==> src/rtl/endecrypt_pkg.sv <==
// rtl/endecrypt_pkg.sv - shared types and constants for the nibble encryptor/decryptor pair
package endecrypt_pkg;

  localparam int NIB_W = 4;

  localparam int              ROT_DEFAULT      = 1;
  localparam logic [NIB_W-1:0] KEY_STEP_DEFAULT = 4'h3;

  typedef enum logic [1:0] {
    ST_IDLE = 2'd0,
    ST_RUN  = 2'd1,
    ST_HOLD = 2'd2,
    ST_DONE = 2'd3
  } state_t;

endpackage

==> src/rtl/nibble_cipher_step.sv <==
// rtl/nibble_cipher_step.sv - combinational cipher step: XOR, rotate-right, rolling key update
module nibble_cipher_step
  import endecrypt_pkg::*;
#(
  parameter int               ROT      = ROT_DEFAULT,
  parameter logic [NIB_W-1:0] KEY_STEP = KEY_STEP_DEFAULT
) (
  input  logic [NIB_W-1:0] key,
  input  logic [NIB_W-1:0] din,
  output logic [NIB_W-1:0] cipher,
  output logic [NIB_W-1:0] key_next
);

  logic [NIB_W-1:0] mix;
  logic [NIB_W-1:0] key_rotl;

  // Mixed nibble, then rotate right by ROT; ROT=0 makes the left shift drop out entirely.
  assign mix    = din ^ key;
  assign cipher = (mix >> ROT) | (mix << (NIB_W - ROT));

  // Rolling key: rotate left by one and add the step constant, wrapping at 4 bits.
  assign key_rotl = {key[NIB_W-2:0], key[NIB_W-1]};
  assign key_next = key_rotl + KEY_STEP;

endmodule

==> src/rtl/nibble_decryptor.sv <==
// rtl/nibble_decryptor.sv - streaming nibble decryptor with rolling key and output backpressure
module nibble_decryptor
  import endecrypt_pkg::*;
#(
  parameter int               ROT      = ROT_DEFAULT,
  parameter logic [NIB_W-1:0] KEY_STEP = KEY_STEP_DEFAULT
) (
  input  logic             CLK,
  input  logic             RST,
  input  logic             Start,
  input  logic [NIB_W-1:0] Key,
  input  logic [NIB_W-1:0] Len,
  input  logic [NIB_W-1:0] Din,
  input  logic             DinVld,
  output logic             DinRdy,
  output logic [NIB_W-1:0] Dout,
  output logic             DoutVld,
  input  logic             DoutRdy,
  output logic             Busy,
  output logic             Done
);

  state_t           state;
  logic [NIB_W-1:0] key_r;
  logic [NIB_W:0]   rem;
  logic [NIB_W-1:0] dout_r;
  logic             dout_vld_r;
  logic             done_r;

  logic [NIB_W-1:0] cipher;
  logic [NIB_W-1:0] key_next;

  nibble_cipher_step #(
    .ROT      (ROT),
    .KEY_STEP (KEY_STEP)
  ) u_step (
    .key      (key_r),
    .din      (Din),
    .cipher   (cipher),
    .key_next (key_next)
  );

  // Handshake flags decode straight from the state register so they drop with reset.
  assign DinRdy  = (state == ST_RUN);
  assign Busy    = (state != ST_IDLE);
  assign Dout    = dout_r;
  assign DoutVld = dout_vld_r;
  assign Done    = done_r;

  // Message FSM: accept one nibble, hold it until consumed, pulse Done after the last one.
  always_ff @(posedge CLK) begin
    if (!RST) begin
      state      <= ST_IDLE;
      key_r      <= '0;
      rem        <= '0;
      dout_r     <= '0;
      dout_vld_r <= 1'b0;
      done_r     <= 1'b0;
    end else begin
      case (state)
        ST_IDLE: begin
          done_r <= 1'b0;
          if (Start) begin
            key_r <= Key;
            rem   <= (Len == '0) ? 5'd16 : {1'b0, Len};
            state <= ST_RUN;
          end
        end
        ST_RUN: begin
          if (DinVld) begin
            dout_r     <= cipher;
            dout_vld_r <= 1'b1;
            key_r      <= key_next;
            rem        <= rem - 5'd1;
            state      <= ST_HOLD;
          end
        end
        ST_HOLD: begin
          if (DoutRdy) begin
            dout_vld_r <= 1'b0;
            if (rem == '0) begin
              done_r <= 1'b1;
              state  <= ST_DONE;
            end else begin
              state  <= ST_RUN;
            end
          end
        end
        ST_DONE: begin
          done_r <= 1'b0;
          state  <= ST_IDLE;
        end
        default: begin
          done_r <= 1'b0;
          state  <= ST_IDLE;
        end
      endcase
    end
  end

endmodule

==> config.mk <==
export PLATFORM = sky130hd
export DESIGN_NAME = nibble_decryptor
export DESIGN_NICKNAME = d
export VERILOG_FILES = /design/src/rtl/endecrypt_pkg.sv /design/src/rtl/nibble_cipher_step.sv /design/src/rtl/nibble_decryptor.sv
export SDC_FILE = /design/constraint.sdc
export NUM_CORES = 1
export LEC_CHECK = 0
export ABC_AREA = 1
export CAP_MARGIN = 25
export CORE_UTILIZATION = 51
export CTS_CLUSTER_SIZE = 30
export DETAILED_ROUTE_END_ITERATION = 10
export PLACE_DENSITY = 0.93
export REMOVE_ABC_BUFFERS = 1
export SLEW_MARGIN = 0
export SYNTH_ARGS = -nofsm -noshare
export SYNTH_HDL_FRONTEND = slang
export SYNTH_SLANG_ARGS = --single-unit
==> constraint.sdc <==
create_clock -name CLK -period 3 [get_ports CLK]
set_clock_uncertainty 0.15 [all_clocks]
set_input_delay 0.3 -clock CLK [delete_from_list [all_inputs] [get_ports CLK]]
set_output_delay 0.3 -clock CLK [all_outputs]
set_load 0.05 [all_outputs]
==> PnR_summary.wiki, run 1 <==
{| class="wikitable"
! Metric !! Value
|-
| Final Hold Violating Endpoints || 0
|-
| Final TNS setup || 0 ps
|-
| CTS-repair resized insts || 0
|-
| Hold-fix buffers, CTS || 0
|-
| Nature of the critical path startpoint || register
|-
| Final wirelength || between 2000 and 2500 um
|-
| Combined area of the multi-input logic cells || 557 um2
|-
| Antenna Nets Post-Route || 0
|-
| Clock insertion delay at the later pin of the skew report || 290 ps
|-
| Measured slew at the worst slew-check pin || about 500 ps
|-
| Arrival time of data at the critical path endpoint || 2110 ps
|-
| Peak Freq || 391 MHz
|-
| Total number of clock tree sinks || 17
|-
| Number of clock buffers inserted by TritonCTS || 3
|-
| Mean routed wirelength per cell || 11.5 um
|-
| PD cells || ~1100 mW/mm2
|-
| Detailed-router iteration count before antenna repair || 4
|-
| CP endpoint kind || output pin
|-
| Adder and majority gate portion of the synthesized area || 0.0635
|-
| Core Rows || 15
|-
| Total GRT Usage || 0.239
|-
| Fraction of the mapped netlist area in simple logic gates || 0.272
|-
| Largest cells by area after synthesis || sky130_fd_sc_hd__dfxtp_1 35%, sky130_fd_sc_hd__nand2_1 11%, sky130_fd_sc_hd__a21oi_1 7.6%
|-
| Post-route minimum period || 2560 ps
|-
| Type of the worst setup path || reg -> out
|-
| Sequential cell area in the final layout || 340 um2
|-
| Clock tree from TritonCTS || yes
|-
| Ratio of cells with drive above 1 in the final layout || 0.0539
|-
| Worst-path fanout max || 14
|-
| IR Drop Worst-Case VDD || about 0.00078 V
|-
| Area of the mapped netlist || 985 um2
|-
| Clock root buffer || sky130_fd_sc_hd__clkbuf_4
|-
| Final Wtd Congestion || 0.830
|-
| Post-route DRC violation count || 0
|-
| Clock buffer depth || 2
|-
| Initial DRC count || 20
|-
| Overall overflow remaining after global route || 0
|-
| Die extent in y || roughly 46 um
|-
| Worst max-slew margin expressed relative to the limit || 0.668
|-
| Total power after layout || 0.00133 W
|-
| Clock transition time at the flip-flop clock pins of the worst setup and hold paths || 100 ps
|-
| Number of buffer cells added on primary ports || 24
|-
| Post-placement cell count || 188
|-
| Run status || finished clean
|-
| Ports placed on the boundary || 25
|-
| Library cell occupying the most area in the post-synthesis netlist || sky130_fd_sc_hd__dfxtp_1
|-
| Proportion of netlist area held by the largest area contributor || 0.346
|-
| Maximum number of pins on one net before global-route repair || 17
|-
| Number of cells in the finished layout apart from fillers || 192
|-
| Total number of vias || 1002
|-
| Area fraction in compound gates after synthesis || 0.186
|-
| Mean cell area of the mapped netlist || ~6.9 um2
|-
| Type of the tightest min-delay check || reg -> reg
|-
| Cell count after synthesis || 142
|-
| Final-layout fill cell count || approximately 170
|-
| Max Transition Viols Final || 0
|-
| Setup repair after global routing missed its margin || no
|-
| Chip width || 45.9 um
|-
| Number of global-route vias before repair || 894
|-
| Warnings from Yosys || 0
|-
| Distinct cells, synth || 21
|-
| Level count of the clock H-tree || 1
|-
| Main combinational cell family by area after synthesis || simple AND/OR/NAND/NOR gates
|-
| Antenna violations before repair || 0
|-
| Relative area change from synthesis to final layout || 28.2%
|-
| Vias per inst || 5.22
|-
| Worst Path Required || 2550 ps
|-
| Floorplan core area || between 0.0015 and 0.002 mm2
|-
| Initial core utilization || 0.558
|-
| Number of diodes added for antenna fixing || 0
|-
| Seq/Total Area, Yosys || 0.346
|-
| Post-CTS setup repair buffer count || 0
|-
| Leakage power of the design || 0.543 nW
|-
| Global-route wire length before repair || 3570 um
|-
| Sum of net half-perimeters after detailed placement || between 1500 and 2000 um
|-
| Number of synthesized register bits || 17
|-
| Total die area || 0.00211 mm2
|-
| Portion of the clock cycle consumed by the worst path in the final layout || 0.853
|-
| Multiplexer share of the synthesized area || 0
|-
| Total Nets Final || 190
|-
| Total setup violations reported at the end of the flow || 0
|-
| Post-Synth XOR/XNOR Area || 0.0445
|-
| Max cap viols || 0
|}
-- per-stage QoR --
stage	setup slack, ps	util	cell area, um2	hold WS, ps
CTS	435	0.716	1260	339
floorplan	993	-	965	271
global route	325	0.716	1260	372
finish	440	0.716	1260	333
detailed placement	766	0.701	1240	316
global placement	824	0.701	1240	312
-- per-layer routing --
metal  up-vias  share of wire  track usage
met5         -              0            0
li1        510              -            -
met2        36           0.52        0.439
met1       452           0.40        0.252
met3         4          0.065       0.0516
met4         0          0.013        0.118
-- state kept, by name, summed over array words and instances, names as in the netlist --
signal,flops
DoutVld,1
key_r,4
state,2
Dout,4
rem,5
Done,1
-- worst paths after layout --
kind	start	endpoint	slack, ps	cells after the start
max reg2reg	state[1]$_SDFFE_PN0P_	rem[2]$_SDFFE_PN0P_	1040	7
min	DoutVld$_SDFFE_PN0P_	DoutVld$_SDFFE_PN0P_	330	2
min reg2reg	DoutVld$_SDFFE_PN0P_	DoutVld$_SDFFE_PN0P_	330	2
max	state[1]$_SDFFE_PN0P_	DinRdy	440	3
-- synthesized netlist by cell type, drive strengths merged --
master  number
nand2       30
inv         18
a21oi       17
dfxtp       17
nor2        16
o21ai       15
nand3        9
ha           5
xnor2        4
nor3         3
buf          2
nand3b       2
o21a         2
clkbuf       1
xor2         1
-- logic make-up after synthesis --
family | after synthesis
xor gates and xnor gates | 5
AOI/OAI and AO/OA | 34
buffers and inverters | 21
adders and majority gates | 5
and+or+nand+nor | 60
DFF | 17
-- layout make-up --
cell class | instances | area share
Inverter | 18 | 0.0535
Tap cell | 25 | 0.0248
Timing Repair Buffer | 24 | 0.190
Sequential cell | 17 | 0.270
Multi-Input combinational cell | 104 | 0.441
Clock buffer | 4 | 0.0208
-- worst max-delay path: stages, from the launching register on --
cell and delay (ps):
sky130_fd_sc_hd__dfxtp_1 330, sky130_fd_sc_hd__inv_1 110, sky130_fd_sc_hd__ha_1 480, sky130_fd_sc_hd__clkdlybuf4s50_1 900
-- report_power, final --
part           total (W)  switching, W  internal (W)
Sequential      0.000370     0.0000619      0.000308
Combinational   0.000836      0.000537      0.000299
Clock           0.000122     0.0000706     0.0000517
Total            0.00133      0.000670      0.000658
-- cells in the final DEF (no fill, tap or decap), types with 2 or more instances in the layout --
cell type,instances
sky130_fd_sc_hd__a21oi_1,15
sky130_fd_sc_hd__a21oi_2,2
sky130_fd_sc_hd__clkbuf_4,3
sky130_fd_sc_hd__clkdlybuf4s50_1,24
sky130_fd_sc_hd__dfxtp_1,17
sky130_fd_sc_hd__ha_1,5
sky130_fd_sc_hd__inv_1,17
sky130_fd_sc_hd__nand2_1,29
sky130_fd_sc_hd__nand3_1,8
sky130_fd_sc_hd__nand3b_1,2
sky130_fd_sc_hd__nor2_1,16
sky130_fd_sc_hd__nor3_1,2
sky130_fd_sc_hd__o21a_1,2
sky130_fd_sc_hd__o21ai_0,15
sky130_fd_sc_hd__xnor2_1,4
No activity file was read; power rests on OpenSTA's default activity.
==> inputs of run 2 (changes only) <==
--- a/config.mk
+++ b/config.mk
@@ -7,10 +7,10 @@
 export LEC_CHECK = 0
 export ABC_AREA = 1
 export CAP_MARGIN = 25
-export CORE_UTILIZATION = 51
+export CORE_UTILIZATION = 35
 export CTS_CLUSTER_SIZE = 30
 export DETAILED_ROUTE_END_ITERATION = 10
-export PLACE_DENSITY = 0.93
+export PLACE_DENSITY = 0.7
 export REMOVE_ABC_BUFFERS = 1
 export SLEW_MARGIN = 0
 export SYNTH_ARGS = -nofsm -noshare
==> run 2 against run 1 <==
Compared with the run above:
- cell count increased by 3.1%
- worst hold slack improved by 3.0 ps
- combinational power about the same
- core utilization shrank 22 points
- flip-flop and latch count unchanged
- largest cell class unchanged
==> PnR_summary.wiki, run 2 (same netlist as run 1, synthesis figures left out) <==
{| class="wikitable"
! Metric !! Value
|-
| Run status || finished clean
|-
| Maximum number of pins on one net before global-route repair || 17
|-
| Antenna violations before repair || 0
|-
| Measured slew at the worst slew-check pin || 504 ps
|-
| Total GRT Usage || 0.173
|-
| Die extent in y || 55.0 um
|-
| Total die area || 0.00303 mm2
|-
| Type of the tightest min-delay check || reg -> reg
|-
| Sum of net half-perimeters after detailed placement || 1660 um
|-
| Final Wtd Congestion || slightly below 0.8
|-
| Antenna Nets Post-Route || 0
|-
| Level count of the clock H-tree || 1
|-
| Core Rows || 18
|-
| Worst-path fanout max || 14
|-
| Hold-fix buffers, CTS || 0
|-
| Global-route wire length before repair || 3730 um
|-
| Leakage power of the design || 0.549 nW
|-
| Clock insertion delay at the later pin of the skew report || 290 ps
|-
| CTS-repair resized insts || 0
|-
| Clock root buffer || sky130_fd_sc_hd__clkbuf_4
|-
| Nature of the critical path startpoint || register
|-
| Clock buffer depth || 2
|-
| Number of cells in the finished layout apart from fillers || between 150 and 200
|-
| Initial core utilization || 0.384
|-
| Worst Path Required || ~2600 ps
|-
| Initial DRC count || 12
|-
| Total number of vias || between 900 and 1000
|-
| Highest-count cells in the layout ignoring fill and taps || 29 x sky130_fd_sc_hd__nand2_1, 24 x sky130_fd_sc_hd__clkdlybuf4s50_1, 17 x sky130_fd_sc_hd__dfxtp_1, 17 x sky130_fd_sc_hd__inv_1, 16 x sky130_fd_sc_hd__nor2_1
|-
| Ratio of cells with drive above 1 in the final layout || 0.0595
|-
| Overall overflow remaining after global route || 0
|-
| Worst max-slew margin expressed relative to the limit || 0.663
|-
| Peak Freq || 424 MHz
|-
| Largest register FFs || 5
|-
| Total setup violations reported at the end of the flow || 0
|-
| Floorplan core area || 0.00257 mm2
|-
| Clock transition time at the flip-flop clock pins of the worst setup and hold paths || 100 ps
|-
| Number of diodes added for antenna fixing || 0
|-
| Post-route DRC violation count || 0
|-
| Standard cell area after detailed placement || about 0.0012 mm2
|-
| CP endpoint kind || output pin
|-
| Clock tree from TritonCTS || yes
|-
| Final core utilization || 0.497
|-
| Setup repair after global routing missed its margin || no
|-
| Portion of the clock cycle consumed by the worst path in the final layout || 0.786
|-
| Post-placement cell count || roughly 190
|-
| Number of clock buffers inserted by TritonCTS || 3
|-
| Mean routed wirelength per cell || 11.1 um
|-
| Chip width || 55.0 um
|-
| Type of the worst setup path || reg -> out
|-
| Relative area change from synthesis to final layout || 29.6%
|-
| Final instance area || 0.00128 mm2
|-
| Total Nets Final || 191
|-
| Final Hold Violating Endpoints || 0
|-
| Number of buffer cells added on primary ports || 24
|-
| Number of global-route vias before repair || ~950
|-
| Total number of clock tree sinks || 17
|-
| Arrival time of data at the critical path endpoint || between 1500 and 2000 ps
|-
| Top reg by flops || rem
|-
| Post-CTS setup repair buffer count || 0
|-
| Detailed-router iteration count before antenna repair || 6
|-
| Post-route minimum period || 2360 ps
|-
| Max cap viols || 0
|-
| Final wirelength || 2190 um
|-
| IR Drop Worst-Case VDD || 0.000618 V
|-
| Final TNS setup || 0 ps
|-
| PD cells || 1040 mW/mm2
|-
| Most common library cell in the layout ignoring fill and taps || sky130_fd_sc_hd__nand2_1
|-
| Max Transition Viols Final || 0
|-
| Vias per inst || 4.93
|-
| Ports placed on the boundary || 25
|}
[run 2: per-layer routing]
layer / GRT usage / wire length, um
met5: 0 / 0
met4: 0.0250 / 12
met3: 0.0574 / 119
met2: 0.317 / 989
met1: 0.196 / 1070
[run 2: cell type report]
| type | count | area [um2] |
|---|---|---|
| Clock buffer | 4 | 26.3 |
| Fill cell | 279 | 1290 |
| Inverter | 18 | 67.6 |
| Multi-Input combinational cell | 104 | 557 |
| Sequential cell | 17 | 340 |
| Tap cell | 30 | 37.5 |
| Timing Repair Buffer | 25 | 248 |
[run 2: critical path, cell delays in order, from the launching register on]
cell,delay (ps)
sky130_fd_sc_hd__dfxtp_1,320
sky130_fd_sc_hd__inv_1,110
sky130_fd_sc_hd__ha_1,160
sky130_fd_sc_hd__buf_4,190
sky130_fd_sc_hd__clkdlybuf4s50_1,820
[run 2: worst paths after layout]
check                        start             endpoint  slack (ps)  cells past startpoint
min reg2reg    rem[1]$_SDFFE_PN0P_  rem[1]$_SDFFE_PN0P_         340                      2
min            rem[1]$_SDFFE_PN0P_  rem[1]$_SDFFE_PN0P_         340                      2
max reg2reg  state[1]$_SDFFE_PN0P_  rem[2]$_SDFFE_PN0P_        1270                      8
max          state[1]$_SDFFE_PN0P_               DinRdy         640                      4
[run 2: power by group]
group,switching (W),internal (W)
Sequential,0.0000607,0.000307
Combinational,0.000535,0.000303
Clock,0.0000756,0.0000518
Total,0.000671,0.000662
[run 2: through the flow]
step	hold WS (ps)	power [W]	worst slack (ps)
final	336	0.00133	641
after global routing	375	0.00146	527
after CTS	343	0.00134	622
after detailed placement	312	0.00121	958
after global placement	308	0.00118	1010
after floorplan	271	0.000988	993
==> inputs of run 3 (changes only) <==
--- a/config.mk
+++ b/config.mk
@@ -10,7 +10,7 @@
 export CORE_UTILIZATION = 35
 export CTS_CLUSTER_SIZE = 30
 export DETAILED_ROUTE_END_ITERATION = 10
-export PLACE_DENSITY = 0.7
+export PLACE_DENSITY = 0.73
 export REMOVE_ABC_BUFFERS = 1
 export SLEW_MARGIN = 0
 export SYNTH_ARGS = -nofsm -noshare
==> constraint.sdc (replaced) <==
create_clock -name CLK -period 2.1 [get_ports CLK]
set_clock_uncertainty 0.15 [all_clocks]
set_input_delay 0.21 -clock CLK [delete_from_list [all_inputs] [get_ports CLK]]
set_output_delay 0.21 -clock CLK [all_outputs]
set_load 0.05 [all_outputs]
==> run 3 against run 2 <==
Compared with the run above:
- sequential power grew 43%
- count of clock-buffer cells in the layout is the same
- first-iteration DRC count rose by 83%
- flip-flop and latch count is the same
- cell count grew 0.51%
- routed wire length increased by 3.5%
- worst setup slack got worse by 350 ps
- global-route usage is 0.64 points higher
- final area is 1.2% higher
- largest cell class unchanged
==> PnR_summary.wiki, run 3 (same netlist as run 1, synthesis figures left out) <==
{| class="wikitable"
! Metric !! Value
|-
| Number of diodes added for antenna fixing || 0
|-
| Type of the worst setup path || reg -> out
|-
| Clock insertion delay at the later pin of the skew report || 290 ps
|-
| Post-placement cell count || 195
|-
| Total GRT Usage || 0.179
|-
| Initial core utilization || 0.384
|-
| Core Rows || 18
|-
| Total die area || around 0.0030 mm2
|-
| Post-route DRC violation count || 0
|-
| Arrival time of data at the critical path endpoint || 1450 ps
|-
| Buffering stage count on the worst path with inverters included || 1
|-
| CP endpoint kind || output pin
|-
| Level count of the clock H-tree || 1
|-
| Sequential cell area in the final layout || between 300 and 400 um2
|-
| FF-to-FF setup slack || 460 ps
|-
| Final Wtd Congestion || 0.743
|-
| Critical-path cell with the highest stage delay || sky130_fd_sc_hd__clkdlybuf4s50_1
|-
| Type of the tightest min-delay check || reg -> reg
|-
| Relative area change from synthesis to final layout || 31.1%
|-
| Sum of net half-perimeters after detailed placement || 1720 um
|-
| Final instance area || 0.00129 mm2
|-
| CTS-repair resized insts || 0
|-
| Post-route minimum period || 1810 ps
|-
| Total power after layout || 0.00194 W
|-
| Reg2Reg Capture Point || rem[2]$_SDFFE_PN0P_
|-
| Peak Freq || 553 MHz
|-
| Measured slew at the worst slew-check pin || roughly 490 ps
|-
| Number of clock buffers inserted by TritonCTS || 3
|-
| Global-route wire length before repair || roughly 3900 um
|-
| Total number of clock tree sinks || 17
|-
| Antenna violations before repair || 0
|-
| Vias per inst || 4.96
|-
| Antenna Nets Post-Route || 0
|-
| Final-layout fill cell count || approximately 270
|-
| Total number of vias || 987
|-
| Max Transition Viols Final || 0
|-
| FF-to-FF path depth || 7
|-
| Worst-path fanout max || 2
|-
| Standard cell area after detailed placement || ~0.0013 mm2
|-
| Hold-fix buffers, CTS || 0
|-
| Run status || finished clean
|-
| Clock buffer depth || 2
|-
| Worst max-slew margin expressed relative to the limit || 0.670
|-
| Highest-count cells in the layout ignoring fill and taps || 29 x sky130_fd_sc_hd__nand2_1, 22 x sky130_fd_sc_hd__clkdlybuf4s50_1, 17 x sky130_fd_sc_hd__dfxtp_1, 17 x sky130_fd_sc_hd__inv_1, 16 x sky130_fd_sc_hd__nor2_1
|-
| Total Nets Final || ~190
|-
| Most common library cell in the layout ignoring fill and taps || sky130_fd_sc_hd__nand2_1
|-
| CP Cell Sequence || clkdlybuf4s50_1
|-
| Endpoint with the worst hold slack || rem[1]$_SDFFE_PN0P_
|-
| Floorplan core area || 0.00257 mm2
|-
| PD cells || around 1500 mW/mm2
|-
| Maximum number of pins on one net before global-route repair || 17
|-
| Combined area of the multi-input logic cells || roughly 560 um2
|-
| Setup repair after global routing missed its margin || no
|-
| Final core utilization || 0.503
|-
| Portion of the clock cycle consumed by the worst path in the final layout || 0.862
|-
| Worst hold stages || 2
|-
| Detailed-router iteration count before antenna repair || 4
|-
| Slowest stage delay, CP || ~800 ps
|-
| Die extent in y || 55.0 um
|-
| Clock root buffer || sky130_fd_sc_hd__clkbuf_4
|-
| Final Hold Violating Endpoints || 0
|-
| Number of global-route vias before repair || roughly 940
|-
| Final wirelength || 2270 um
|-
| Post-CTS setup repair buffer count || 0
|-
| Reg-to-reg startpoint || state[1]$_SDFFE_PN0P_
|-
| Initial DRC count || 22
|-
| Worst path top cell family by delay || buffers and inverters
|-
| Overall overflow remaining after global route || 0
|-
| Max cap viols || 0
|-
| Largest register FFs || 5
|-
| Leakage power of the design || 0.560 nW
|-
| Top reg by flops || rem
|-
| Clock tree from TritonCTS || yes
|-
| Total setup violations reported at the end of the flow || 0
|-
| Chip width || 55.0 um
|-
| Nature of the critical path startpoint || register
|-
| Number of cells in the finished layout apart from fillers || 199
|-
| Number of buffer cells added on primary ports || 24
|-
| Ratio of cells with drive above 1 in the final layout || 0.0769
|-
| Worst Path Required || between 1500 and 2000 ps
|-
| Mean routed wirelength per cell || 11.4 um
|-
| Clock transition time at the flip-flop clock pins of the worst setup and hold paths || 110 ps
|-
| Final TNS setup || 0 ps
|-
| IR Drop Worst-Case VDD || 0.000773 V
|-
| Source of the worst hold timing path || rem[1]$_SDFFE_PN0P_
|-
| Ports placed on the boundary || 25
|}
-- run 3: cell count changes in the layout (fill, tap and decap cells not counted) --
cell and delta:
sky130_fd_sc_hd__buf_12 +1, sky130_fd_sc_hd__buf_4 +2, sky130_fd_sc_hd__clkdlybuf4s50_1 -2
-- run 3: worst max-delay path by stage --
stage | cells past startpoint | from | to
floorplan | 7 | state[1]$_SDFFE_PN0P_ | rem[2]$_SDFFE_PN0P_
global placement | 7 | Start | rem[3]$_SDFFE_PN0P_
detailed placement | 6 | DinVld | rem[2]$_SDFFE_PN0P_
CTS | 1 | DoutVld$_SDFFE_PN0P_ | DoutVld
global route | 1 | DoutVld$_SDFFE_PN0P_ | DoutVld
finish | 1 | Done$_SDFFE_PN0P_ | Done
-- run 3: worst min-delay path, cell delays in order, from the launching register on --
cell	delay, ps
sky130_fd_sc_hd__dfxtp_1	330
sky130_fd_sc_hd__inv_1	70
sky130_fd_sc_hd__a21oi_1	60
-- run 3: report_power, final --
group	switching (W)	internal [W]	leakage, nW
sequential	0.0000886	0.000439	0.140
clock	0.000109	0.0000739	0.0150
combinational	0.000775	0.000457	0.405
-- run 3: area by class of cell --
class,count,share of cell area
clock buffer,4,0.0203
inverter,18,0.0523
tap,30,0.0291
timing repair buffer,26,0.203
sequential,17,0.264
multi-input combinational,104,0.431
-- run 3: routing by layer --
metal  track usage  vias to the layer above  part of all wire
met5             0                        -                 0
met2         0.313                       13              0.51
met1         0.213                      454              0.46
li1              -                      516                 -
met3        0.0246                        4             0.022
met4        0.0875                        0             0.014
-- run 3: metrics by stage --
step	setup slack [ps]	hold WS, ps
after floorplan	92.9	181
after global placement	524	315
after detailed placement	463	317
after CTS	283	340
after global routing	248	372
final	290	340
